--- config.mk ---
export PLATFORM = sky130hd
export DESIGN_NAME = rr_onehot_mux_reg_flat
export DESIGN_NICKNAME = d
export VERILOG_FILES = /design/src/rtl/rr_onehot_mux_reg_pkg.sv /design/src/rtl/rr_onehot_mux_reg_if.sv /design/src/rtl/rr_onehot_mux_reg_arbiter.sv /design/src/rtl/rr_onehot_mux_reg.sv /design/src/flat_wrapper.sv
export SDC_FILE = /design/constraint.sdc
export NUM_CORES = 1
export LEC_CHECK = 0
export CELL_PAD_IN_SITES_DETAIL_PLACEMENT = 1
export CELL_PAD_IN_SITES_GLOBAL_PLACEMENT = 1
export CORE_UTILIZATION = 22
export DETAILED_ROUTE_END_ITERATION = 10
export PLACE_DENSITY_LB_ADDON = 0.25
export SYNTH_ARGS = -nofsm -noshare
export SYNTH_HDL_FRONTEND = slang
export SYNTH_SLANG_ARGS = --single-unit
--- constraint.sdc ---
create_clock -name clk -period 2.3 [get_ports clk]
set_input_delay 0.345 -clock clk [delete_from_list [all_inputs] [get_ports clk]]
set_output_delay 0.345 -clock clk [all_outputs]
set_load 0.05 [all_outputs]
--- src/rtl/rr_onehot_mux_reg_pkg.sv ---
// ----------------------------------------------------------------------------
// rr_onehot_mux_reg_pkg
//   Shared constants and helpers for the round-robin one-hot mux register.
//   The helpers work on the widest supported channel count (MAX_INS).
//   Narrower one-hot vectors are zero-extended by the caller, and the
//   caller truncates the result.
// ----------------------------------------------------------------------------
package rr_onehot_mux_reg_pkg;

    localparam int MAX_INS   = 16;
    localparam int MAX_IDX_W = $clog2(MAX_INS);

    // One-hot to binary index. OR-reduction form: every set bit contributes
    // its own index. A one-hot input therefore gives the exact index.
    function automatic logic [MAX_IDX_W-1:0] onehot_to_idx(
        input logic [MAX_INS-1:0] oh
    );
        logic [MAX_IDX_W-1:0] idx;
        idx = '0;
        for (int i = 0; i < MAX_INS; i++) begin
            if (oh[i]) begin
                idx = idx | i[MAX_IDX_W-1:0];
            end
        end
        return idx;
    endfunction

    // Binary index to one-hot.
    function automatic logic [MAX_INS-1:0] idx_to_onehot(
        input logic [MAX_IDX_W-1:0] idx
    );
        logic [MAX_INS-1:0] oh;
        oh      = '0;
        oh[idx] = 1'b1;
        return oh;
    endfunction

endpackage

--- src/rtl/rr_onehot_mux_reg_if.sv ---
// ----------------------------------------------------------------------------
// rr_onehot_mux_reg_if
//   Bundles the N producer channels and the single consumer channel of the
//   arbitrating mux register.
//
//   Handshake: a transfer happens on a channel in any cycle where both valid
//   and ready are high at the rising clock edge. A producer that raises valid
//   keeps valid and its data stable until that transfer. Ready may depend on
//   valid but never on data.
//
//   Signals:
//     in_valid [N_INS]          producer request per channel
//     in_data  [N_INS][WIDTH]   producer payload per channel
//     in_ready [N_INS]          accept per channel (one-hot or zero)
//     out_valid                 output register holds an entry
//     out_data [WIDTH]          registered payload
//     out_sel  [N_INS]          one-hot source channel of out_data
//     out_ready                 consumer accepts the output entry
//   Modports: master = producers + consumer side, slave = the mux.
// ----------------------------------------------------------------------------
interface rr_onehot_mux_reg_if #(
    parameter int WIDTH = 32,
    parameter int N_INS = 4
);
    logic [N_INS-1:0]            in_valid;
    logic [N_INS-1:0][WIDTH-1:0] in_data;
    logic [N_INS-1:0]            in_ready;
    logic                        out_valid;
    logic [WIDTH-1:0]            out_data;
    logic [N_INS-1:0]            out_sel;
    logic                        out_ready;

    modport master (
        output in_valid, in_data, out_ready,
        input  in_ready, out_valid, out_data, out_sel
    );

    modport slave (
        input  in_valid, in_data, out_ready,
        output in_ready, out_valid, out_data, out_sel
    );
endinterface

--- src/rtl/rr_onehot_mux_reg_arbiter.sv ---
// ----------------------------------------------------------------------------
// rr_arbiter
//   Combinational one-hot arbiter.
//   RR_EN=1: the first requester scanning from ptr upward, with wrap.
//   RR_EN=0: the lowest-index requester (ptr ignored).
//
//   Ports:
//     req   [N_INS]   request vector
//     ptr   [PTR_W]   highest-priority channel in round-robin mode
//     grant [N_INS]   one-hot grant, zero when no request
// ----------------------------------------------------------------------------
module rr_arbiter
    import rr_onehot_mux_reg_pkg::*;
#(
    parameter  int N_INS = 4,
    parameter  int RR_EN = 1,
    localparam int PTR_W = $clog2(N_INS)
) (
    input  logic [N_INS-1:0] req,
    input  logic [PTR_W-1:0] ptr,
    output logic [N_INS-1:0] grant
);

    logic [2*N_INS-1:0]   req2;
    logic [PTR_W-1:0]     start;
    logic [MAX_IDX_W-1:0] win;
    logic                 found;

    // The request vector is doubled so the wrap-around scan is one linear
    // pass. Positions below 'start' are masked. The first unmasked hit wins.
    // 'found' latches the first hit, so no loop exit is needed.
    always_comb begin
        req2  = {req, req};
        start = (RR_EN != 0) ? ptr : '0;
        win   = '0;
        found = 1'b0;
        for (int j = 0; j < 2 * N_INS; j++) begin
            if (!found && (j >= int'(start)) && req2[j]) begin
                found = 1'b1;
                win   = (j >= N_INS) ? MAX_IDX_W'(j - N_INS) : MAX_IDX_W'(j);
            end
        end
        grant = found ? N_INS'(idx_to_onehot(win)) : '0;
    end

endmodule

--- src/rtl/rr_onehot_mux_reg.sv ---
// ----------------------------------------------------------------------------
// rr_onehot_mux_reg
//   Registered N-input arbitrating mux. Each cycle one valid channel is
//   granted, either round-robin or by fixed priority. Its payload is
//   captured into a single-entry output register. The register can refill
//   in the cycle it drains, which sustains one transfer per cycle.
//
//   Ports:
//     clk      clock, all state on posedge
//     rst      synchronous active-high reset
//     bus      slave side of rr_onehot_mux_reg_if (inputs + output channel)
//     dbg_ptr  current round-robin priority pointer (observation only)
// ----------------------------------------------------------------------------
module rr_onehot_mux_reg
    import rr_onehot_mux_reg_pkg::*;
#(
    parameter  int WIDTH = 32,
    parameter  int N_INS = 4,
    parameter  int RR_EN = 1,
    localparam int PTR_W = $clog2(N_INS)
) (
    input  logic                 clk,
    input  logic                 rst,
    rr_onehot_mux_reg_if.slave   bus,
    output logic [PTR_W-1:0]     dbg_ptr
);

    logic                 out_valid_q, out_valid_d;
    logic [WIDTH-1:0]     out_data_q,  out_data_d;
    logic [N_INS-1:0]     out_sel_q,   out_sel_d;
    logic [PTR_W-1:0]     ptr_q,       ptr_d;

    logic [N_INS-1:0]     grant;
    logic [N_INS-1:0]     in_ready;
    logic                 can_load;
    logic                 xfer;
    logic [WIDTH-1:0]     sel_data;
    logic [MAX_IDX_W-1:0] gidx;

    rr_arbiter #(
        .N_INS (N_INS),
        .RR_EN (RR_EN)
    ) u_arb (
        .req   (bus.in_valid),
        .ptr   (ptr_q),
        .grant (grant)
    );

    // The entry leaves when the consumer takes it, so a refill in the
    // same cycle is safe.
    assign can_load = !out_valid_q || bus.out_ready;
    assign in_ready = rst ? '0 : (grant & {N_INS{can_load}});
    // in_ready is a subset of grant, and grant is a subset of in_valid.
    assign xfer     = |in_ready;
    assign gidx     = onehot_to_idx(MAX_INS'(grant));

    always_comb begin
        sel_data = '0;
        for (int i = 0; i < N_INS; i++) begin
            sel_data = sel_data | (bus.in_data[i] & {WIDTH{grant[i]}});
        end
    end

    always_comb begin
        out_valid_d = out_valid_q;
        out_data_d  = out_data_q;
        out_sel_d   = out_sel_q;
        ptr_d       = ptr_q;
        if (xfer) begin
            out_valid_d = 1'b1;
            out_data_d  = sel_data;
            out_sel_d   = grant;
            if (RR_EN != 0) begin
                ptr_d = (gidx == MAX_IDX_W'(N_INS - 1)) ? '0
                                                         : PTR_W'(gidx + 1'b1);
            end
        end else if (bus.out_ready) begin
            // Drain only. Data and sel keep their last values.
            out_valid_d = 1'b0;
        end
    end

    always_ff @(posedge clk) begin
        if (rst) begin
            out_valid_q <= 1'b0;
            out_data_q  <= '0;
            out_sel_q   <= '0;
            ptr_q       <= '0;
        end else begin
            out_valid_q <= out_valid_d;
            out_data_q  <= out_data_d;
            out_sel_q   <= out_sel_d;
            ptr_q       <= ptr_d;
        end
    end

    assign bus.in_ready  = in_ready;
    assign bus.out_valid = out_valid_q;
    assign bus.out_data  = out_data_q;
    assign bus.out_sel   = out_sel_q;
    assign dbg_ptr       = ptr_q;

    a_ready_onehot0: assert property (@(posedge clk) disable iff (rst)
        $onehot0(in_ready));

    a_sel_onehot: assert property (@(posedge clk) disable iff (rst)
        out_valid_q |-> $onehot(out_sel_q));

    a_hold_stable: assert property (@(posedge clk) disable iff (rst)
        (out_valid_q && !bus.out_ready) |=> ($stable(out_data_q) && $stable(out_sel_q)));

endmodule

--- src/flat_wrapper.sv ---
// flat-port wrapper written by rule: the top's interface ports become plain ports
module rr_onehot_mux_reg_flat import rr_onehot_mux_reg_pkg::*;
#(
    parameter  int WIDTH = 32,
    parameter  int N_INS = 4,
    parameter  int RR_EN = 1,
    localparam int PTR_W = $clog2(N_INS)
)
  (clk, rst, dbg_ptr, bus_in_valid, bus_in_data, bus_out_ready, bus_in_ready, bus_out_valid, bus_out_data, bus_out_sel);
  rr_onehot_mux_reg_if #(.WIDTH(WIDTH), .N_INS(N_INS)) bus_i ();
  input  logic clk;
  input  logic rst;
  output logic [PTR_W-1:0] dbg_ptr;
  input wire logic [$bits(bus_i.in_valid)-1:0] bus_in_valid;
  input wire logic [$bits(bus_i.in_data)-1:0] bus_in_data;
  input wire logic [$bits(bus_i.out_ready)-1:0] bus_out_ready;
  output wire logic [$bits(bus_i.in_ready)-1:0] bus_in_ready;
  output wire logic [$bits(bus_i.out_valid)-1:0] bus_out_valid;
  output wire logic [$bits(bus_i.out_data)-1:0] bus_out_data;
  output wire logic [$bits(bus_i.out_sel)-1:0] bus_out_sel;
  assign bus_i.in_valid = bus_in_valid;
  assign bus_i.in_data = bus_in_data;
  assign bus_i.out_ready = bus_out_ready;
  assign bus_in_ready = bus_i.in_ready;
  assign bus_out_valid = bus_i.out_valid;
  assign bus_out_data = bus_i.out_data;
  assign bus_out_sel = bus_i.out_sel;
  rr_onehot_mux_reg #(.WIDTH(WIDTH), .N_INS(N_INS), .RR_EN(RR_EN)) u_core (.clk(clk), .rst(rst), .bus(bus_i), .dbg_ptr(dbg_ptr));
endmodule
==> results by group <==
Global routing
  • First-pass GRT wire length: between 15 and 20 mm
  • GR Util All Layers: roughly 19%
  • Vias in the first global route: 3067
  • Initial antenna violation count: 0
  • Largest net degree at the start of global routing: 39
  • Global route total overflow: 0

Clock tree
  • Clock-pin slew on the worst setup and hold paths: ~0.070 ns
  • Root Buffer: clkbuf_8
  • Clock latency at the later pin of the worst-skew pair: around 0.29 ns
  • Cts hold-fix bufs: 0
  • CTS tree: yes
  • # H-tree levels: 2
  • Deepest clock path buffer count: 2
  • Clock sink count: 39
  • Num CTS Buffers: 5

Placed design
  • IO Port Bufs: 177
  • Detail Placement HPWL: 7.46 mm
  • Gp weighted congestion: roughly 0.77
  • Pre-CTS setup slack: -0.0731 ns

Drt
  • Metal3 WL: 772 µm
  • Routed length on met1: ~4.2 mm
  • Routed wl met2: 5.56 mm
  • Detail Route Antenna Nets: 0
  • Final WL: around 11 mm
  • Post-DR vias/cell: roughly 5.2
  • Wire per inst: roughly 19 µm
  • Highest routed layer: met4
  • Detailed-route DRC error count: 0
  • Number of detailed-route iterations in the first pass: 6
  • Starting DRT DRC Count: about 190
  • Vias: roughly 2900

Setup path
  • Worst EP required: just under 2 ns
  • Critical path peak fanout: 7
  • Startpoint types: input port
  • WP data arrival: between 1.5 and 2 ns
  • Worst r2r src: u_core.dbg_ptr[1]
  • Crit path capture type: output port
  • CP startpoint: bus_in_valid[3]
  • Kind of critical path: in2out

STA
  • Final setup viols: 0
  • F_max: around 450 MHz
  • Max Slew Vio Count: 0
  • Slew @ Worst Pin: 0.553 ns
  • Setup Skew: 0.0117 ns
  • Rel. slew slack: a little over three fifths
  • Fin worst setup slack: approximately 0.096 ns
  • Final period util: between 90% and 100%
  • Unrepaired setup endpoints after global routing: false
  • Hold violation total from the final report: 0
  • Min Tclk post-route: between 2 and 2.5 ns
  • Setup TNS: 0 ns

Flow run
  • Max Cap Viol: 0

Synthesis
  • Ys async rst share: 0%
  • Synth top area share: approximately 36%
  • Mapped Nets: ~400
  • EDFF count, synth: 0
  • Primary FF master, synth: dfxtp_1
  • Register area share after synthesis: approximately 36%
  • Post-Syn Instances: between 200 and 300
  • Cell taking the most area after synthesis: dfxtp_1
  • Avg Synthesized Cell Area: about 8.5 µm²
  • Top cells by area, synth: dfxtp_1 36%, a222oi_1 15%, a311oi_1 13%, a21oi_1 9.0%, nand2_1 6.4%
  • Cell Area, Synth: about 0.0022 mm²
  • Yosys warns: 0
  • Unique masters post-synth: 30
  • Synthesized flop and latch total: 39

Cells and area
  • Area grow syn2layout: 100%
  • N_diodes: 0
  • Post-Route Utilization: a little under half
  • Fin nets: about 570
  • Layout cells sized above 1: between 10% and 20%

Power and ir drop
  • Design Power: 2.40 mW
  • P_leak: about 1.6 nW
  • Cell Pwr Density: approximately 550 mW/mm²
  • Max VDD drop: 0.235 mV

Floorplanning
  • Die Y: around 100 µm
  • FP Rows: 35
  • Starting density of the core: 23.2%
  • Die X: a little over 100 µm
  • DIE AREA: 0.0103 mm²
  • Core area: about 0.0094 mm²
  • Top Ports: 178

Min path
  • Hold WC Path Type: in2reg
  • Hold path startpoint: rst

Outcome
  • Status: finished clean
[routing by layer]
layer  GRT usage (%)  vias up
li1                -     1395
met1            22.0     1420
met2            35.7      120
met3            5.04        6
met4            5.69        0
met5               0        -
[where the power goes]
group          leakage, nW  total (mW)  internal, mW  switching [mW]
clock               0.0505       0.531         0.273           0.258
combinational         1.19        1.08         0.502           0.578
sequential           0.322       0.785         0.742          0.0433
total                 1.57        2.40          1.52           0.879
[kinds of logic (layout without fill, tap and decap cells)]
group	count (synthesis)	after routing	share of synthesized area, %
AO/OA/AOI/OAI	120	121	42.7
buffers and inverters	38	215	9.24
flip-flops	39	39	35.8
AND/OR/NAND/NOR	60	60	12.2
[final timing paths]
| kind | end | slack (ns) | cells past startpoint |
|---|---|---|---|
| setup / recovery | bus_in_ready[0] | 0.1 | 8 |
| hold reg to reg | u_core.bus.out_sel[2] | 0.49 | 2 |
| hold / removal | u_core.bus.out_sel[3] | 0.42 | 3 |
| setup reg to reg | u_core.bus.out_data[19] | 0.20 | 6 |
[cells in the mapped netlist (2+ instances only)]
library cell,instances
a21oi_1,39
a222oi_1,32
a311oi_1,33
a31oi_1,2
buf_2,13
buf_4,3
buf_6,4
clkbuf_1,10
dfxtp_1,39
inv_1,6
nand2_1,37
nand2b_1,3
nor2_1,5
nor2b_1,3
nor3_1,7
o21ai_0,7
[cells in the final DEF, fill, tap and decap left out, drive strengths merged]
| cell | instances |
|---|---|
| clkdlybuf4s50 | 170 |
| a2bb2oi | 1 |
| dlygate4sd2 | 1 |
| nand2b | 3 |
| nor2b | 4 |
| nand3 | 2 |
| dfxtp | 39 |
| a222oi | 32 |
| clkinvlp | 1 |
| nor2 | 5 |
| or2 | 1 |
| nor3 | 7 |
| dlymetal6s2s | 1 |
| a31o | 1 |
| inv | 6 |
| nand2 | 37 |
| o2bb2ai | 1 |
| and2 | 1 |
| o31a | 2 |
| a311oi | 33 |
| a21oi | 40 |
| o211a | 1 |
| a31oi | 2 |
| buf | 29 |
| clkbuf | 7 |
| o21ai | 8 |
[registers in the layout, indices dropped and copies added, names as in the netlist]
register	count
u_core.bus.out_data	32
u_core.bus.out_sel	4
u_core.dbg_ptr	2
u_core.bus.out_valid	1
[stage by stage]
step	cell area, µm²	cells	hold slack [ns]
2_1_floorplan	2190	257	0.505
3_5_place_dp	4190	552	0.485
5_1_grt	4370	564	0.415
4_1_cts	4290	560	0.414
6_report	4370	564	0.425
3_3_place_gp	4190	552	0.480
[worst max-delay path: stages]
cell and delay [ns]:
clkdlybuf4s50_1 0.48, buf_4 0.20, nor3_1 0.18, a311oi_2 0.07
nor2b_2 0.24, nand2_1 0.11, inv_1 0.11, buf_12 0.14
[what timing repair did]
action	CTS	global route
setup buffers	0	3
gates cloned	0	1
gates resized for setup	1	8
endpoints found under the setup margin	2	1
pin swaps	0	1
[layout make-up]
class | count | area (µm²)
clock buffer | 7 | 96.3
clock inverter | 1 | 7.51
fill | 1085 | 5050
inverter | 6 | 22.5
multi-input combinational | 181 | 1260
sequential | 39 | 781
tap | 129 | 161
timing repair buffer | 201 | 2040
No activity file was read; power rests on OpenSTA's default activity.
==> patch, RTL diff (config.mk and constraints unchanged) <==
Register the output `dbg_ptr` once more; this adds one clock of latency there. The other outputs are not delayed to match.
--- a/src/rtl/rr_onehot_mux_reg.sv
+++ b/src/rtl/rr_onehot_mux_reg.sv
@@ -98,7 +98,9 @@
     assign bus.out_valid = out_valid_q;
     assign bus.out_data  = out_data_q;
     assign bus.out_sel   = out_sel_q;
-    assign dbg_ptr       = ptr_q;
+    always_ff @(posedge clk) begin
+        dbg_ptr <= ptr_q;
+    end
 
     a_ready_onehot0: assert property (@(posedge clk) disable iff (rst)
         $onehot0(in_ready));
Check against the original RTL: not equivalent (a bounded check fails within 4 cycles, from zero or initial values and one cycle with rst high).
==> patch against the original RTL <==
  * Clock power decreased by 6.6%
  * Utilization down 2.5 points
  * Count of clock-buffer cells in the layout is the same
  * Design area is 0.49% lower
  * Global-route usage fell by 0.85 points
  * Non-clock buffer count fell by 4
  * Worst setup slack gained 0.059 ns
  * Total power grew 0.26%
  * Sequential share of layout area up 1.0 points
  * Routed wire length fell by 3.8%
  * Synthesized cell count shrank 0.39%
  * Worst hold slack lost 0.024 ns
  * Sequential cell count is 2 higher
  * Synthesized area rose by 4.4%
  * Highest routed layer unchanged
==> patch: results <==
export IMPL_status="finished, final reports clean"
export IMPL_min_path_cells=3
export IMPL_cp_slowest_cell="dfxtp_1"
export IMPL_async_flop_share_pct=0
export IMPL_grt_max_degree=39
export IMPL_worstPathMaxFanout=14
export IMPL_final_nets=566
export IMPL_grt_pass1_wl_um=16000
export IMPL_worst_pin_slew_ns=0.565
export IMPL_crit_family="flip-flops"
export IMPL_clk_latency_ns=0.29
export IMPL_cts_buffers=5
export IMPL_skew_ns=0.00459
export IMPL_largest_reg_flops=32
export IMPL_seq_area_frac_synth_pct=36.1
export IMPL_pre_cts_slack_ns=-0.0492
export IMPL_critPathArrivalTime_ns=1.80
export IMPL_clk_path_buf_depth=2
export IMPL_critPathMaxStageDelay_ns=0.61
export IMPL_synthTopCellsByArea="dfxtp_1 36%, a222oi_1 14%, a311oi_1 12%"
export IMPL_yosysWarnings=0
export IMPL_port_buffers=177
export IMPL_p_leak_nw=1.52
export IMPL_cts_root_buf="clkbuf_8"
export IMPL_dp_hpwl_um=7600
export IMPL_avgViaCountPerCell=5.10
export IMPL_routedWlPerCell_um=18.1
export IMPL_antenna_found_initial=0
export IMPL_grt_pass1_vias=3137
export IMPL_synthTopCellsByCount="41 x dfxtp_1, 39 x a21oi_1, 37 x nand2_1"
export IMPL_h_tree_depth=2
export IMPL_grt_util_all_layers_pct=18.6
export IMPL_drive_above_1_share_pct=10.7
export IMPL_fillers=1171
export IMPL_drt_iter0_drc=180
export IMPL_synth_cell_types=34
export IMPL_diodes=0
export IMPL_irDropWorstVdd_mv=0.246
export IMPL_hold_class="input pin to flip-flop"
export IMPL_rr_worst_depth=7
export IMPL_globalplace_congestion=0.767
export IMPL_dpl_cell_area_sq_um=4250
export IMPL_first_pass_iters=5
export IMPL_clk_pin_slew_worst_paths_ns=0.08
export IMPL_synth_net_count=391
[patch: cell count changes after synthesis, sizes merged, moves of 2 or more]
cell    delta
clkbuf     -3
nor3       -3
nand2b     +2
nor2b      -3
dfxtp      +2
[patch: repair_timing]
action                     4_1_cts  5_1_grt
hold buffers                     0        0
setup endpoints to repair        1        1
pin swaps                        0        0
setup buffers                    0        0
gates resized for setup          1        3
[patch: stage by stage]
stage               power, mW  hold slack (ns)  TNS [ns]  instances
finish                   2.40            0.401         0        564
detailed placement       1.93            0.479    -0.213        557
floorplan                1.43            0.332         0        256
CTS                      2.44            0.389         0        564
global route             2.53            0.403         0        564
global placement         1.92            0.472   -0.0110        557
[patch: power breakdown]
part	internal, mW	total, mW	switching (mW)
clock	0.239	0.496	0.257
sequential	0.780	0.825	0.0445
combinational	0.508	1.08	0.574
total	1.53	2.40	0.875
[patch: worst reg2reg max path, stage by stage, from the launching register on]
cell and delay, ns:
dfxtp_1 0.61, nand2b_1 0.22, a21oi_4 0.08, buf_4 0.16, o2bb2ai_2 0.13, buf_4 0.26
a21oi_1 0.10, a311oi_1 0.29
[patch: logic make-up after synthesis]
| family | count (synthesis) | share of synthesized area, % |
|---|---|---|
| flops | 41 | 36.1 |
| compound gates | 122 | 42.8 |
| buf+inv | 34 | 8.91 |
| simple gates | 59 | 12.2 |
[patch: path summary, 6_finish.rpt]
kind,start,end,slack (ns)
worst max-delay path,u_core.ptr_q[1],bus_in_ready[3],0.15
worst min-delay path,rst,u_core.bus.out_sel[3],0.40
worst max register to register,u_core.ptr_q[1],u_core.bus.out_data[10],0.35
worst min register to register,u_core.ptr_q[0],u_core.dbg_ptr[0],0.46
[patch: routing by layer]
layer / track usage [%] / vias up / part of all wire (%) / wire length, um
met3: 3.65 / 10 / 5.7 / 585
met1: 19.9 / 1370 / 38 / 3900
met5: 0 / - / 0 / 0
li1: - / 1387 / - / -
met2: 36.6 / 109 / 54 / 5520
met4: 5.10 / 0 / 1.7 / 174
[patch: cell type report]
class,instances,area [sq um],area share (%)
Timing Repair Buffer,197,2000,46.0
Multi-Input combinational cell,181,1250,28.8
Sequential cell,41,822,18.9
Tap cell,133,166,3.83
Clock buffer,7,86.3,1.99
Inverter,5,18.8,0.432
